[src/rtl/param_shift_accumulator.sv]
// WIDTH-bit accumulator shift register with parallel load, four shift modes
// (shift right/left, rotate right, LSB-first serial add) and a saturating shift counter.
module param_shift_accumulator #(
  parameter  int WIDTH = 8,
  localparam int CNT_W = $clog2(WIDTH + 1)
) (
  input  logic             CLK,
  input  logic             RST,
  input  logic             LE,
  input  logic [WIDTH-1:0] Load,
  input  logic             SE,
  input  logic [1:0]       MODE,
  input  logic             Si,
  input  logic             PoutE,
  output logic             Sout,
  output logic [WIDTH-1:0] Pout,
  output logic             Cout,
  output logic             Done,
  output logic [CNT_W-1:0] Count
);

  localparam logic [1:0] MODE_SHR = 2'b00;
  localparam logic [1:0] MODE_SHL = 2'b01;
  localparam logic [1:0] MODE_ADD = 2'b10;
  localparam logic [1:0] MODE_ROR = 2'b11;

  localparam logic [CNT_W-1:0] CNT_FULL = CNT_W'(WIDTH);
  localparam logic [CNT_W-1:0] CNT_ONE  = CNT_W'(1);

  if (WIDTH < 2) begin : g_width_check
    $error("param_shift_accumulator: WIDTH must be >= 2");
  end

  logic [WIDTH-1:0] r;
  logic [CNT_W-1:0] cnt;
  logic             c;
  logic             done;
  logic             sum_bit;
  logic             carry_next;

  assign done       = (cnt == CNT_FULL);
  assign sum_bit    = r[0] ^ Si ^ c;
  assign carry_next = (r[0] & Si) | (r[0] & c) | (Si & c);

  always_ff @(posedge CLK) begin
    if (RST) begin
      r   <= '0;
      cnt <= '0;
      c   <= 1'b0;
    end else if (LE) begin
      r   <= Load;
      cnt <= '0;
      c   <= 1'b0;
    end else if (SE && !done) begin
      // Count saturates at WIDTH because further shifts are blocked by done.
      cnt <= cnt + CNT_ONE;
      case (MODE)
        MODE_SHR: r <= {Si, r[WIDTH-1:1]};
        MODE_SHL: r <= {r[WIDTH-2:0], Si};
        MODE_ADD: begin
          r <= {sum_bit, r[WIDTH-1:1]};
          c <= carry_next;
        end
        MODE_ROR: r <= {r[0], r[WIDTH-1:1]};
        default:  r <= r;
      endcase
    end
  end

  // Sout is the bit that will leave the register on the next shift.
  assign Sout  = (MODE == MODE_SHL) ? r[WIDTH-1] : r[0];
  assign Pout  = PoutE ? r : '0;
  assign Cout  = c;
  assign Done  = done;
  assign Count = cnt;

endmodule
[config.mk]
export PLATFORM = sky130hd
export DESIGN_NAME = param_shift_accumulator
export DESIGN_NICKNAME = d
export VERILOG_FILES = /design/src/rtl/param_shift_accumulator.sv
export SDC_FILE = /design/constraint.sdc
export NUM_CORES = 1
export LEC_CHECK = 0
export ABC_AREA = 1
export CAP_MARGIN = 10
export CORE_ASPECT_RATIO = 0.9
export CORE_MARGIN = 10
export CORE_UTILIZATION = 40
export CTS_CLUSTER_DIAMETER = 120
export DETAILED_ROUTE_END_ITERATION = 6
export GPL_ROUTABILITY_DRIVEN = 0
export GPL_TIMING_DRIVEN = 0
export HOLD_SLACK_MARGIN = 0.12
export PLACE_DENSITY = 0.74
export SLEW_MARGIN = 0
export SYNTH_ARGS = -nofsm -noshare
export SYNTH_HDL_FRONTEND = slang
export SYNTH_SLANG_ARGS = --single-unit
[constraint.sdc]
create_clock -name CLK -period 1.4 [get_ports CLK]
set_clock_uncertainty 0.05 [all_clocks]
set_input_delay 0.42 -clock CLK [delete_from_list [all_inputs] [get_ports CLK]]
set_output_delay 0.42 -clock CLK [all_outputs]
set_load 0.01 [all_outputs]
==> results.toml <==
[detailed_routing]
drc = 0
routedWlPerCell_um = 12.88
dr.pass1.iters = 4
antenna_left = 0
routed_via_density = 4.908
route.vias.total = 1119
drt_wl_total_um = 2936
drt-initial-drc-count = 92

[power_and_ir_drop]
clkPwrFrac_pct = 25.1
fin_total_pwr_uw = 984.0
ir_drop_uv = 604.3
swShare_pct = 33.61
power_density_nw_per_um2 = 690.5
p_switching_uw = 330.7
share_comb_of_total_power_pct = 32.9
seqPwrFrac_pct = 42.1
p_leak_nw = 0.7604
p_int_uw = 653.3

[setup_path]
reg2reg_slack_ns = 0.04
end_kind = "primary output"
crit_fanout = 2
critPathMaxStageDelay_ns = 0.36
crit_arrival_ns = 1.05
regToRegStartpoint = "r[0]$_SDFFE_PP0P_"
startpoint = "Count[0]$_SDFFE_PP0P_"
critical_path_class = "flip-flop to primary output"
critical_path_required_ns = 0.93
worstPathCellList = "inv_2 > ha_4 > nand3_4 > inv_2 > buf_6"
cp.depth = 5
startpoint_type = "flip-flop"
r2r-end = "r[7]$_SDFFE_PP0P_"
critPathCapture = "Done"
path_buf_inv = 3
critPathMostFrequentCell = "inv_2"
cpMaxStageDelayCell = "dfxtp_2"
cpLargestDelayFamily = "flip-flops"
r2r_cells = 6

[synth]
synth_top_area_share_pct = 28.18
syn_area_per_cell_um2 = 6.115
synth_cells = 151
syn_area_um2 = 923.4
yosysTopAreaCell = "dfxtp_1"
syn_nets = 170
yosysSeqAreaShare_pct = 28.18
synth-warning-count = 0
async_flop_share_pct = 0
synth_ff_type = "dfxtp_1"
synth.most_common_cell = "nand2_1"
synth-edff-count = 0
synth_commonest_cells = "nand2_1 (41), nor2_1 (23), inv_1 (22)"
synthTopCellsByArea = "dfxtp_1 (28%), nand2_1 (17%), nor2_1 (9.3%)"
synth_cell_type_count = 23
ys_seq_elements = 13

[die]
initial_core_util_pct = 42.32
rows = 16
die-width_um = 70.65
die-area_um2 = 4633
dieHeight_um = 65.58
core-area_um2 = 2182
io_pins = 31

[cells_and_area]
fillCellCount = 200
num_antenna_cells = 0
final_layout_size_suffix_gt1_share_pct = 37.31
final_cell_count_no_fill = 228
area_growth_pct = 54.34
final_cell_area_um2 = 1425
nets = 221

[min_path]
hold_class = "primary input to flip-flop"

[placement]
portBuffers = 28
dpl_cell_area_um2 = 1237
dpl.cell_count = 206
dp_hpwl_um = 1988

[clock_network]
cts-hold-fix-buffers = 0
cts_sinks = 13
cts_made_buffers = 3
clk_latency_ns = 0.29
cts_root_buffer = "clkbuf_4"
cts_buffer_depth = 2
cts_tree = "yes"
clk_pin_slew_ns = 0.09
htree_levels = 1

[grt]
grt-ovfl-total = 0
grt_pass1_vias = 991
grt_max_degree = 11
antenna_found_initial = 0
grt_use_total_pct = 11.96
grt_pass1_wl_um = 4588

[timing]
rsz0062_at_grt = "true"
drv_slew = 0
fin_crit_sh_pct = 108.5
relSlewSlack_pct = 80.75
tns_ns = -0.1196
finalSetupViolations = 1
min_period_ns = 1.520
holdWs_ns = 0.4291
finalWorstSetupSlack_ns = -0.1196
fmax_ghz = 0.6581
tightest_slew_ns = 0.2887
hold_viol = 0

[outcome]
violations = "negative setup slack"
outcome = "finished with violations"

[flow_run]
drv_cap = 0
[metrics by stage]
step	setup WS (ns)	util, %
2_1_floorplan	0.01588	-
3_5_place_dp	-1.029	56.71
5_1_grt	-0.1700	65.31
4_1_cts	-0.1311	61.64
3_3_place_gp	-1.017	56.71
6_report	-0.1196	65.31
[how the worst min path moves through the flow]
stage | startpoint | endpoint | slack (ns) | depth (start not counted)
6_report | MODE[1] | Cout$_SDFFE_PP0P_ | 0.43 | 4
5_1_grt | MODE[1] | Cout$_SDFFE_PP0P_ | 0.48 | 4
4_1_cts | Count[1]$_SDFFE_PP0P_ | Count[1]$_SDFFE_PP0P_ | 0.45 | 2
3_5_place_dp | Count[1]$_SDFFE_PP0P_ | Count[1]$_SDFFE_PP0P_ | 0.46 | 2
3_3_place_gp | Count[1]$_SDFFE_PP0P_ | Count[1]$_SDFFE_PP0P_ | 0.44 | 2
2_1_floorplan | r[7]$_SDFFE_PP0P_ | r[7]$_SDFFE_PP0P_ | 0.45 | 2
[worst min-delay path, delay by kind of cell]
kind / cells / cell delay [ns]
buffers and inverters: 1 / 0.11
and+or+nand+nor: 3 / 0.20
[power groups by stage]
stage	Sequential [mW]	Clock [mW]	Combinational, mW
finish	0.414	0.247	0.323
global route	0.416	0.272	0.355
CTS	0.412	0.246	0.295
detailed placement	0.423	0	0.266
global placement	0.422	0	0.258
floorplan	0.418	0	0.155
[per-layer routing]
layer / up-vias / part of all wire (%) / GRT usage, % / wire, µm
li1: 563 / - / - / -
met1: 507 / 42 / 13.96 / 1219
met2: 43 / 49 / 19.39 / 1431
met3: 6 / 7.3 / 4.505 / 215
met4: 0 / 2.4 / 4.831 / 70
met5: - / 0 / 0 / 0
[registers in the layout, summed over array words and instances, names as in the netlist]
register  cells
r             8
Count         4
Cout          1
[what timing repair did]
| action | 4_1_cts | 5_1_grt |
|---|---|---|
| buffers inserted | 14 | 3 |
| setup endpoints to repair | 24 | 17 |
| pin swaps | 4 | 5 |
| cloned | 0 | 1 |
| resized for setup | 86 | 22 |
| hold endpoints to repair | 0 | 0 |
[cell families after synthesis]
family	after synthesis	synth area share [%]
adders and majority gates	3	4.878
AOI/OAI and AO/OA	15	8.401
DFF	13	28.18
buffers and inverters	31	14.63
and+or+nand+nor	89	43.90
[layout make-up]
type                       count  area (µm²)  area share [%]
tap                           27       33.78           2.370
multi-input combinational    108       585.6           41.09
timing repair buffer          45       352.8           24.76
clock inverter                 1       5.005          0.3512
inverter                      28       120.1           8.428
sequential                    13       281.5           19.75
buffer                         3       23.77           1.668
clock buffer                   3       22.52           1.580
[layout by cell type (no fill, tap or decap), drive strengths merged]
master         instances
clkinv                 1
nor2                  25
nor3                   2
nand3                 16
nand2                 45
nand3b                 2
inv                   28
buf                   34
a21oi                  2
clkdlybuf4s15          2
o21bai                 1
o21ai                 12
ha                     2
fa                     1
clkbuf                 5
dfxtp                 13
clkdlybuf4s50         10
Power figures use the tool's default switching activity.
